File: config.mk
export PLATFORM = sky130hd
export DESIGN_NAME = sipo_deserializer
export DESIGN_NICKNAME = d
export VERILOG_FILES = /design/src/rtl/sipo_pkg.sv /design/src/rtl/sipo_out_buf.sv /design/src/rtl/sipo_deserializer.sv
export SDC_FILE = /design/constraint.sdc
export NUM_CORES = 1
export LEC_CHECK = 0
export BUFFER_PORTS_ARGS = -buffer_cell sky130_fd_sc_hd__buf_2
export CORE_MARGIN = 2
export CORE_UTILIZATION = 31
export CTS_BUF_LIST = sky130_fd_sc_hd__clkbuf_16
export CTS_CLUSTER_DIAMETER = 40
export DETAILED_ROUTE_END_ITERATION = 10
export HOLD_SLACK_MARGIN = 0.05
export MAX_ROUTING_LAYER = met4
export PLACE_DENSITY = 0.52
export REMOVE_ABC_BUFFERS = 1
export SYNTH_ARGS = -nofsm -noshare
export SYNTH_HDL_FRONTEND = slang
export SYNTH_SLANG_ARGS = --single-unit
File: constraint.sdc
create_clock -name clk -period 3.5 [get_ports clk]
set_input_delay 0.35 -clock clk [delete_from_list [all_inputs] [get_ports clk]]
set_output_delay 0.35 -clock clk [all_outputs]
set_load 0.005 [all_outputs]
File: src/rtl/sipo_pkg.sv
// sipo_pkg: shared definitions for the serial-in parallel-out deserializer.
//   state_e            - frame state encoding (S_DATA collects data bits,
//                        S_PAR takes the parity bit in parity builds)
//   SIPO_WIDTH_DEFAULT - default word width
//   clog2()            - ceiling log2, used to size the bit counter
package sipo_pkg;

  typedef enum logic {
    S_DATA = 1'b0,
    S_PAR  = 1'b1
  } state_e;

  localparam int unsigned SIPO_WIDTH_DEFAULT = 8;

  // Ceiling log2 for values >= 2; returns the number of bits needed to count
  // 0..v-1.
  function automatic int unsigned clog2(input int unsigned v);
    int unsigned r;
    r = 0;
    for (int unsigned i = 0; i < 32; i++) begin
      if ((32'd1 << i) < v) r = i + 1;
    end
    return r;
  endfunction

endpackage

File: src/rtl/sipo_out_buf.sv
// sipo_out_buf: one-entry valid/ready holding register for completed words.
//   clk_i, rst_i   - clock, synchronous active-high reset
//   load_i         - a frame completes on this edge
//   word_i         - completed word (including the bit arriving this edge)
//   par_err_i      - parity result for word_i
//   ready_i        - consumer accepts the held word when valid_o=1
//   word_o         - held word, stable while valid_o=1
//   valid_o        - word_o holds an undelivered word
//   par_err_o      - parity result registered with word_o
//   overrun_o      - sticky: a completed word was dropped (cleared by reset)
module sipo_out_buf #(
  parameter int unsigned WIDTH = 8
) (
  input  logic             clk_i,
  input  logic             rst_i,
  input  logic             load_i,
  input  logic [WIDTH-1:0] word_i,
  input  logic             par_err_i,
  input  logic             ready_i,
  output logic [WIDTH-1:0] word_o,
  output logic             valid_o,
  output logic             par_err_o,
  output logic             overrun_o
);

  logic [WIDTH-1:0] word_q;
  logic             valid_q;
  logic             par_err_q;
  logic             overrun_q;
  logic             room;

  // The slot can take a new word if it is empty or drained on this same edge.
  assign room = !valid_q || ready_i;

  always_ff @(posedge clk_i) begin
    if (rst_i) begin
      word_q    <= '0;
      valid_q   <= 1'b0;
      par_err_q <= 1'b0;
      overrun_q <= 1'b0;
    end else if (load_i && room) begin
      word_q    <= word_i;
      valid_q   <= 1'b1;
      par_err_q <= par_err_i;
    end else begin
      if (load_i) overrun_q <= 1'b1;
      if (valid_q && ready_i) valid_q <= 1'b0;
    end
  end

  assign word_o    = word_q;
  assign valid_o   = valid_q;
  assign par_err_o = par_err_q;
  assign overrun_o = overrun_q;

endmodule

File: src/rtl/sipo_deserializer.sv
// sipo_deserializer: samples d on every clk edge with en=1 and assembles
// WIDTH-bit words, delivered through a one-entry valid/ready buffer.
// Build option: define SIPO_PARITY_EN to expect one even-parity bit after
// the data bits of each frame; otherwise parity_err is tied to 0.
//   clk        - clock, all state updates on rising edge
//   rst        - synchronous active-high reset
//   en         - bit strobe; d sampled only when en=1
//   d          - serial data bit
//   word_out   - assembled word, stable while word_valid=1
//   word_valid - word_out holds an undelivered word
//   word_ready - consumer accepts on an edge with word_valid=1
//   overrun    - sticky dropped-word flag
//   parity_err - parity result for word_out, qualified by word_valid
// Parameters: WIDTH (2..32), MSB_FIRST (1: first bit lands in MSB).
module sipo_deserializer
  import sipo_pkg::*;
#(
  parameter int unsigned WIDTH     = SIPO_WIDTH_DEFAULT,
  parameter bit          MSB_FIRST = 1'b1
) (
  input  logic             clk,
  input  logic             rst,
  input  logic             en,
  input  logic             d,
  output logic [WIDTH-1:0] word_out,
  output logic             word_valid,
  input  logic             word_ready,
  output logic             overrun,
  output logic             parity_err
);

  localparam int unsigned     CW       = clog2(WIDTH);
  localparam logic [CW-1:0]   LAST_BIT = CW'(WIDTH - 1);

  logic [WIDTH-1:0] shift_q, shift_d;
  logic [WIDTH-1:0] shift_in;
  logic [CW-1:0]    cnt_q, cnt_d;
  logic             done;
  logic [WIDTH-1:0] done_word;
  logic             done_par;
`ifdef SIPO_PARITY_EN
  state_e           state_q, state_d;
`endif

  // Register contents after d is shifted in on this edge.
  always_comb begin
    if (MSB_FIRST) shift_in = {shift_q[WIDTH-2:0], d};
    else           shift_in = {d, shift_q[WIDTH-1:1]};
  end

  always_comb begin
    shift_d   = shift_q;
    cnt_d     = cnt_q;
    done      = 1'b0;
    done_word = shift_in;
    done_par  = 1'b0;
`ifdef SIPO_PARITY_EN
    state_d   = state_q;
    if (en) begin
      case (state_q)
        S_DATA: begin
          shift_d = shift_in;
          if (cnt_q == LAST_BIT) begin
            cnt_d   = '0;
            state_d = S_PAR;
          end else begin
            cnt_d = cnt_q + 1'b1;
          end
        end
        S_PAR: begin
          // Data bits are already complete in shift_q; d is the parity bit.
          done      = 1'b1;
          done_word = shift_q;
          done_par  = (^shift_q) ^ d;
          state_d   = S_DATA;
        end
        default: state_d = S_DATA;
      endcase
    end
`else
    if (en) begin
      shift_d = shift_in;
      if (cnt_q == LAST_BIT) begin
        cnt_d = '0;
        done  = 1'b1;
      end else begin
        cnt_d = cnt_q + 1'b1;
      end
    end
`endif
  end

  always_ff @(posedge clk) begin
    if (rst) begin
      shift_q <= '0;
      cnt_q   <= '0;
`ifdef SIPO_PARITY_EN
      state_q <= S_DATA;
`endif
    end else begin
      shift_q <= shift_d;
      cnt_q   <= cnt_d;
`ifdef SIPO_PARITY_EN
      state_q <= state_d;
`endif
    end
  end

  sipo_out_buf #(
    .WIDTH(WIDTH)
  ) u_out_buf (
    .clk_i     (clk),
    .rst_i     (rst),
    .load_i    (done),
    .word_i    (done_word),
    .par_err_i (done_par),
    .ready_i   (word_ready),
    .word_o    (word_out),
    .valid_o   (word_valid),
    .par_err_o (parity_err),
    .overrun_o (overrun)
  );

endmodule

**After elaboration in Yosys (flattened, before gate mapping)**

Index checks and enable logic that the tools add are counted.

- Add/subtract/negate cells: 1
- Equality and inequality tests: 1
- Mux-type cells: 5
- Bitwise logic cells: 1
- Reductions and logical operators: 6

Operator list:

| operator | count |
|---|---|
| 2-to-1 mux 1 bit | 4 |
| adder 3 x 1 -> 3 bit (second input constant) | 1 |
| == test 3 bit (second input constant) | 1 |
| 2-to-1 mux 3 bit | 1 |
| logical AND 1 bit | 2 |
| AND reduction 2 bit | 1 |
| nonzero test 2 bit | 1 |
| zero test 1 bit | 1 |
| logical OR 1 bit | 1 |
| inverter 1 bit | 1 |

- Register bits: 20
- Bits of input ports: 5
- Output and inout bits: 11
- Logic and storage cells: 19

**Depth between registers and ports, before layout**

Gate-level depths: netlist of the first run.

- Depth after elaboration: 6
- Depth in mapped cells: 5
- Mapped depth without buffers: 5

**Cells and area by module**

Synthesis of the first run repeated with hierarchy kept, for this count alone.

- Cell total of the unflattened synthesis: 84
- Area total of the unflattened synthesis: 870.8 um2

By module, submodules not included:

| module | instances | cells an instance | area an instance (um2) |
|---|---|---|---|
| sipo_out_buf | 1 | 47 | 480.5 |
| sipo_deserializer | 1 | 37 | 390.4 |

**Worst setup path after synthesis of the first run**

Ideal clock, no wire load.

- Kind: flip-flop to flip-flop
- Start point: register cnt_q[0]
- End point: register u_out_buf.word_q[0], in the netlist u_out_buf.word_o[0]
- Arrival: 1.142 ns
- Path slack: 2.286 ns
- Stages on the path, launching flop included: 6
- Path buffers: 0
- Clock period less this slack: 1.214 ns
- Path through: dfxtp_1 -> ha_1 -> ha_1 -> nand2_4 -> nor2_8 -> mux2i_1

- Cells in the longest elaborated chain, start to end: 4

RTL lines:

| what | RTL line | text |
|---|---|---|
| from (decl) | sipo_deserializer.sv:37 | `logic [CW-1:0] cnt_q, cnt_d;` |
| from (signal assigned) | sipo_deserializer.sv:102 | `cnt_q <= cnt_d;` |
| == test 3 bit | sipo_deserializer.sv:83 | `if (cnt_q == LAST_BIT) begin` |
| 2-to-1 mux 1 bit | sipo_deserializer.sv:83 |  |
| 2-to-1 mux 1 bit | sipo_deserializer.sv:81 | `if (en) begin` |
| logical AND 1 bit | sipo_out_buf.sv:41 | `end else if (load_i && room) begin` |
| to (signal assigned) | sipo_out_buf.sv:42 | `word_q <= word_i;` |
| to (decl) | sipo_out_buf.sv:26 | `logic [WIDTH-1:0] word_q;` |

Every way passes these cells.
A chain may end at the register's enable or synchronous reset.

**Worst setup path after layout of the first run**

- Start point: register cnt_q[0]
- End point: register u_out_buf.word_q[2], in the netlist u_out_buf.word_o[2]

Same word-level chain as after synthesis.

==> results.yml, run 1 <==
outcome:
  status: "finished clean"
global_routing:
  antenna_found_initial: 0
  grt_max_degree: 29
  grt_first_pass_wirelength_um: 2221
  globalRoute.totalOverflow: 0
  grt_usage_pct: 9.838
  grt_pass1_vias: 496
floorplanning:
  initial_utilization_pct: 32.09
  row_count: 19
  die_area_um2: 3219
  io_pins: 16
  core_area_um2: 2686
  die_width_um: 56.74
  fp.dieH_um: 56.74
sta:
  drv_slew: 0
  rsz0062_at_grt: "false"
  fmax_mhz: 747.0
  min_period_ns: 1.339
  finalCritPeriodShare_pct: 38.25
  clock_skew_ns: 0.003103
  hold_viol_final: 0
  finalSetupViolCount: 0
  fin_setup_tns_ns: 0
detailed_routing:
  drt_iter0_drc: 9
  via_per_inst: 4.347
  routed_wl_um: 1301
  drc: 0
  vias: 539
  wl_per_cell_um: 10.49
  first_pass_iters: 4
  drt.antenna.violating_nets: 0
finish:
  area_growth_pct: 16.26
  fin_nets: 101
  drive_gt1_share_pct: 21.51
  fin_area_um2: 1002
  fin_cells: 124
  post-route-util_pct: 37.31
  mostFrequentLayoutCells: "dfxtp_1 (20), mux2i_1 (18), nand2b_1 (16)"
  layout_commonest_cell: "dfxtp_1"
  n_antenna_cell: 0
clocking:
  cts_tree: "done"
  clock_latency_ns: 0.25
  post-cts-setup-buffers: 0
  clk_pin_slew_worst_paths_ns: 0.05
  cts_hold_buf: 0
  cts_resized: 0
  cts_inserted_buffers: 3
  cts.sinks: 20
  root_buffer: "clkbuf_16"
  clockBufferDepth: 2
  htreeDepth: 1
worst_setup_path:
  critPathTopFamily: "adder cells"
  path_cells: "ha_1 > ha_1 > nand2_4 > nor2_8 > mux2i_1"
  endpoint_kind: "flip-flop"
  cpMostUsedCell: "ha_1"
  start_kind: "flip-flop"
  critPathRequiredTime_ns: 3.68
  cp_data_arrival_time_ns: 1.52
  worstPathMaxFanout: 8
  cp_slowest_cell: "dfxtp_1"
  r2r-start: "cnt_q[0]"
  critPathKind: "flip-flop to flip-flop"
  critPathBufInv: 0
  crit_start: "cnt_q[0]"
  max_stage_delay_ns: 0.35
synth:
  synth-seq-area-share_pct: 46.44
  synth_cell_types: 14
  syn_avg_cell_area_um2: 10.64
  yosys_warnings: 0
  ys_ff_latch: 20
  synth_area_um2: 862.1
  syn_inst: 81
worst_hold_path:
  hold_start: "d"
  min_path_type: "input pin to flip-flop"
placement:
  port_buffers: 14
  place_congestion: 0.6193
  dp_cells: 120
  post_dp_cell_area_um2: 923.4
pwr:
  p_leak_uw: 0.0004260
  powerDensity_nw_per_um2: 488.7
  ir_worst_vdd_mv: 0.3362
job:
  drv_cap: 0
-- cell type report --
| cell class | count | area [µm²] |
|---|---|---|
| Clock inverter | 1 | 3.754 |
| Multi-Input combinational cell | 55 | 414.1 |
| Fill cell | 270 | 1684 |
| Tap cell | 31 | 38.79 |
| Clock buffer | 3 | 75.07 |
| Timing Repair Buffer | 14 | 70.07 |
| Sequential cell | 20 | 400.4 |
-- worst reg2reg max path, stage by stage, from the launching register on --
cell	delay [ns]
dfxtp_1	0.35
ha_1	0.15
ha_1	0.24
nand2_4	0.09
nor2_8	0.22
mux2i_1	0.21
-- synthesized netlist by cell type --
cell | n | share of area, %
nand2b_1 | 16 | 12
a21oi_1 | 1 | 0.58
buf_6 | 2 | 2.6
nor2b_4 | 1 | 1.6
dfxtp_1 | 20 | 46
ha_1 | 2 | 2.9
buf_2 | 2 | 1.2
conb_1 | 1 | 0.43
nand2_4 | 1 | 1.3
buf_4 | 2 | 1.7
nor2_8 | 1 | 2.3
nor2_1 | 13 | 5.7
a31oi_1 | 1 | 0.73
mux2i_1 | 18 | 21
-- state kept, by name, summed over array words and instances, names as in the netlist --
name,count
u_out_buf.word_o,8
shift_q,7
cnt_q,3
u_out_buf.overrun_o,1
u_out_buf.valid_o,1
-- cell families after synthesis --
kind of cell / synth area share, %
flip-flops: 46.44
multiplexers: 20.90
AO/OA/AOI/OAI: 1.306
other: 0.4350
adder cells (fa/ha/maj): 2.902
buffers and inverters: 5.515
AND/OR/NAND/NOR: 22.50
-- report_power, final --
| part | switching [µW] | internal (µW) |
|---|---|---|
| sequential | 2.40 | 231 |
| clock | 82.0 | 152 |
| combinational | 11.6 | 10.3 |
-- worst paths after layout --
kind | end | slack, ns | depth (start not counted)
setup / recovery | u_out_buf.word_o[2] | 2.16 | 5
hold / removal | shift_q[0] | 0.36 | 3
setup reg to reg | u_out_buf.word_o[2] | 2.16 | 5
hold reg to reg | u_out_buf.overrun_o | 0.46 | 2
-- metrics by stage --
stage | hold slack (ns) | total power [µW] | setup slack (ns)
global route | 0.3946 | 507.0 | 2.034
finish | 0.3577 | 489.8 | 2.161
floorplan | 0.4224 | 249.7 | 2.286
CTS | 0.3549 | 500.6 | 2.139
detailed placement | 0.4595 | 260.9 | 2.157
global placement | 0.4586 | 260.4 | 2.197
-- per-layer routing --
metal / wire [µm] / vias to the layer above / track usage, %
li1: - / 287 / -
met1: 669 / 238 / 12.04
met2: 520 / 10 / 12.29
met3: 73 / 4 / 4.839
met4: 38 / 0 / 6.977
met5: 0 / - / -
Power figures use the tool's default switching activity.
==> inputs of run 2 (changes only) <==
clock period = 1.3 ns   (was 3.5 ns; I/O delays follow)
==> results.yml, run 2 (same netlist as run 1, synthesis figures left out) <==
detailed_routing:
  drc: 0
  vias: 544
  drt_iter0_drc: 11
  routed_wl_um: 1333
  drt.antenna.violating_nets: 0
  via_per_inst: 4.317
  first_pass_iters: 4
  wl_per_cell_um: 10.58
worst_setup_path:
  worstPathMaxFanout: 8
  critPathRequiredTime_ns: 1.48
  cp_data_arrival_time_ns: 1.36
  endpoint_kind: "flip-flop"
  start_kind: "flip-flop"
  critPathKind: "flip-flop to flip-flop"
  reg2reg_slack_ns: 0.12
finish:
  drive_gt1_share_pct: 27.37
  fin_nets: 103
  ff_latch_area_um2: 402.9
  n_antenna_cell: 0
  multi_input_area_um2: 439.2
  fillers: 277
  largest_register_ffs: 8
  mostFrequentLayoutCells: "mux2i_1 (18), dfxtp_1 (18), nand2b_1 (16)"
  area_growth_pct: 21.19
global_routing:
  antenna_found_initial: 0
  grt_max_degree: 29
  grt_pass1_vias: 508
  grt_usage_pct: 9.403
  globalRoute.totalOverflow: 0
  grt_first_pass_wirelength_um: 2277
clocking:
  cts_tree: "done"
  cts_inserted_buffers: 3
  clockBufferDepth: 2
  root_buffer: "clkbuf_16"
  post-cts-setup-buffers: 0
  htreeDepth: 1
  clk_pin_slew_worst_paths_ns: 0.06
  cts.sinks: 20
  clock_latency_ns: 0.25
pwr:
  powerDensity_nw_per_um2: 1270
  ir_worst_vdd_mv: 1.502
  p_leak_uw: 0.0004323
sta:
  drv_slew: 0
  finalCritPeriodShare_pct: 91.00
  clock_skew_ns: 0.005625
  hold_slack_ns: 0.1556
  min_period_ns: 1.183
  finalSetupViolCount: 0
  fin_setup_tns_ns: 0
  hold_viol_final: 0
  fmax_mhz: 845.3
  rsz0062_at_grt: "false"
floorplanning:
  die_width_um: 56.74
  core_area_um2: 2686
  fp.dieH_um: 56.74
  initial_utilization_pct: 32.09
  die_area_um2: 3219
  row_count: 19
  io_pins: 16
placement:
  hpwl_um: 857
  port_buffers: 14
  place_congestion: 0.6583
job:
  drv_cap: 0
worst_hold_path:
  min_path_type: "input pin to flip-flop"
outcome:
  status: "finished clean"
run 2: cell count changes in the layout (fill, tap and decap cells not counted):
| cell | change |
|---|---|
| buf_4 | +2 |
| dfxtp_2 | +2 |
| ha_4 | +2 |
| dfxtp_1 | -2 |
| ha_1 | -2 |
run 2: power breakdown:
group / leakage [µW] / internal [µW] / switching (µW)
registers: 0.000162 / 624 / 9.01
logic: 0.000231 / 33.5 / 33.9
clock network: 0.0000385 / 409 / 217
run 2: cell type report:
type | instances | area share, %
clock buffers | 3 | 7.186
clock inverters | 1 | 0.3593
repair buffers | 16 | 8.144
multi-input cells | 55 | 42.04
flip-flops and latches | 20 | 38.56
well taps | 31 | 3.713
run 2: layer usage:
layer	share of wire, %	vias up	wire length, µm	global-route usage (%)
met5	0	-	0	-
met4	0.60	0	8	1.993
met3	4.4	2	58	4.839
met2	42	9	564	12.96
met1	53	245	702	12.34
li1	-	288	-	-
run 2: metrics by stage:
| stage | power (µW) | utilization [%] | worst slack, ns | instance area (µm²) | std cells |
|---|---|---|---|---|---|
| 2_1_floorplan | 672.3 | - | 0.08593 | 814.5 | 75 |
| 3_3_place_gp | 703.3 | 34.93 | 0.05224 | 938.4 | 122 |
| 3_5_place_dp | 705.4 | 34.93 | 0.003857 | 938.4 | 122 |
| 4_1_cts | 1340 | 37.87 | 0.01548 | 1017 | 126 |
| 5_1_grt | 1385 | 38.89 | 0.01263 | 1045 | 126 |
| 6_report | 1327 | 38.89 | 0.1171 | 1045 | 126 |
run 2: what timing repair did:
action,in CTS,in global routing
gates resized for setup,0,6
endpoints found under the setup margin,2,8
cloned,0,0
pin swaps,1,2
hold buffers,0,0
run 2: path summary, 6_finish.rpt:
kind	start	endpoint	cells after the start
setup / recovery	cnt_q[1]	u_out_buf.word_o[3]	5
hold / removal	d	shift_q[0]	3
setup reg to reg	cnt_q[1]	u_out_buf.word_o[3]	5
hold reg to reg	u_out_buf.word_o[5]	u_out_buf.word_o[5]	2
run 2: worst max-delay path, stage by stage, from the launching register on:
cell and delay [ns]:
dfxtp_2 0.35, ha_4 0.14, ha_4 0.14, nand2_4 0.06, nor2_8 0.22, mux2i_1 0.21
==> inputs of run 3 (changes only) <==
CORE_ASPECT_RATIO = 0.7   (was unset)
==> results.yml, run 3 (same netlist as run 1, synthesis figures left out) <==
outcome:
  status: "finished clean"
worst_setup_path:
  endpoint_kind: "flip-flop"
  start_kind: "flip-flop"
  reg2reg_slack_ns: 0.10
  r2r-start: "cnt_q[0]"
  critPathRequiredTime_ns: 1.48
  worstPathMaxFanout: 8
  critPathKind: "flip-flop to flip-flop"
  crit_start: "cnt_q[0]"
  cp_data_arrival_time_ns: 1.37
detailed_routing:
  wl_per_cell_um: 10.50
  routed_wl_um: 1355
  first_pass_iters: 2
  drt_iter0_drc: 9
  drt.antenna.violating_nets: 0
  vias: 556
  via_per_inst: 4.310
  drc: 0
finish:
  fin_nets: 104
  largest_register_ffs: 8
  post-route-util_pct: 41.23
  mostFrequentLayoutCells: "mux2i_1 (18), dfxtp_1 (18), nand2b_1 (16)"
  n_antenna_cell: 0
  drive_gt1_share_pct: 28.42
  area_growth_pct: 22.06
sta:
  min_period_ns: 1.199
  drv_slew: 0
  finalCritPeriodShare_pct: 92.26
  clock_skew_ns: 0.001340
  rsz0062_at_grt: "false"
  finalSetupViolCount: 0
  fmax_mhz: 833.8
  hold_viol_final: 0
pwr:
  seqPwrFrac_pct: 48.6
  switchingPower_uw: 240.2
  powerDensity_nw_per_um2: 1238
  p_sw_share_pct: 18.44
  intPower_uw: 1063
  share_comb_of_total_power_pct: 5.2
  finalPower_uw: 1303
  power.clock.fraction_pct: 46.2
  ir_worst_vdd_mv: 0.9268
  p_leak_uw: 0.0004355
clocking:
  htreeDepth: 1
  cts_tree: "done"
  clockBufferDepth: 2
  cts.sinks: 20
  cts_inserted_buffers: 3
  clk_pin_slew_worst_paths_ns: 0.05
  clock_latency_ns: 0.24
  root_buffer: "clkbuf_16"
global_routing:
  grtUsageMet1_pct: 11.63
  grt_first_pass_wirelength_um: 2228
  grt_usage_pct: 9.905
  gr-max-usage-layer: "met2"
  globalRoute.totalOverflow: 0
  antenna_found_initial: 0
  grt_max_degree: 29
  met2_usage_pct: 16.44
  use_met3_pct: 5.081
  grt_pass1_vias: 540
worst_hold_path:
  min_path_type: "input pin to flip-flop"
  hold_start: "d"
placement:
  hpwl_um: 957.3
  port_buffers: 14
  place_congestion: 0.7137
floorplanning:
  initial_utilization_pct: 33.77
  row_count: 15
  die_width_um: 67.03
  core_area_um2: 2552
  fp.dieH_um: 48.12
  io_pins: 16
  die_area_um2: 3225
job:
  drv_cap: 0
run 3: cell count changes in the layout (fill, tap and decap cells not counted):
cell      previous run  this run
buf_4                2         3
clkinv_1             1         0
run 3: path summary, 6_finish.rpt:
path / endpoint / cells after the start
setup / recovery: u_out_buf.word_o[1] / 5
hold / removal: shift_q[0] / 3
setup reg to reg: u_out_buf.word_o[1] / 5
hold reg to reg: u_out_buf.overrun_o / 2
run 3: routing by layer:
| layer | part of all wire [%] | vias up |
|---|---|---|
| li1 | - | 289 |
| met2 | 42 | 15 |
| met1 | 51 | 252 |
| met3 | 7.4 | 0 |
| met4 | 0 | 0 |
| met5 | 0 | - |
run 3: what timing repair did:
item	CTS	global route
setup buffers	0	0
resized for setup	1	5
setup endpoints to repair	8	8
endpoints found under the hold margin	0	0
hold buffers	0	0
pin swaps	1	2
run 3: metrics by stage:
| step | cells | setup WS, ns | hold slack, ns | area [µm²] | TNS (ns) |
|---|---|---|---|---|---|
| floorplan | 75 | 0.08593 | 0.2024 | 814.5 | 0 |
| global placement | 126 | 0.01171 | 0.3961 | 949.7 | 0 |
| detailed placement | 126 | -0.007303 | 0.4155 | 949.7 | -0.007303 |
| CTS | 129 | 0.003627 | 0.1604 | 1027 | 0 |
| global route | 129 | 0.02078 | 0.1885 | 1052 | 0 |
| finish | 129 | 0.1006 | 0.1577 | 1052 | 0 |
run 3: worst max-delay path, cell delays in order (launching register included):
cell,delay [ns]
dfxtp_2,0.35
ha_4,0.14
ha_4,0.13
nand2_4,0.06
nor2_8,0.23
mux2i_1,0.21
run 3: layout make-up:
class                           count  area [µm²]
Clock buffer                        3       75.07
Fill cell                         276        1500
Multi-Input combinational cell     55       439.2
Sequential cell                    20       402.9
Tap cell                           34       42.54
Timing Repair Buffer               17       92.59
run 3: power by group through the flow:
stage          combinational [µW]  clock (µW)  sequential [µW]
2_1_floorplan                31.3           0              641
3_3_place_gp                 64.4           0              642
3_5_place_dp                 65.1           0              643
4_1_cts                      65.6         626              629
5_1_grt                      76.9         643              635
6_report                     67.6         602              634
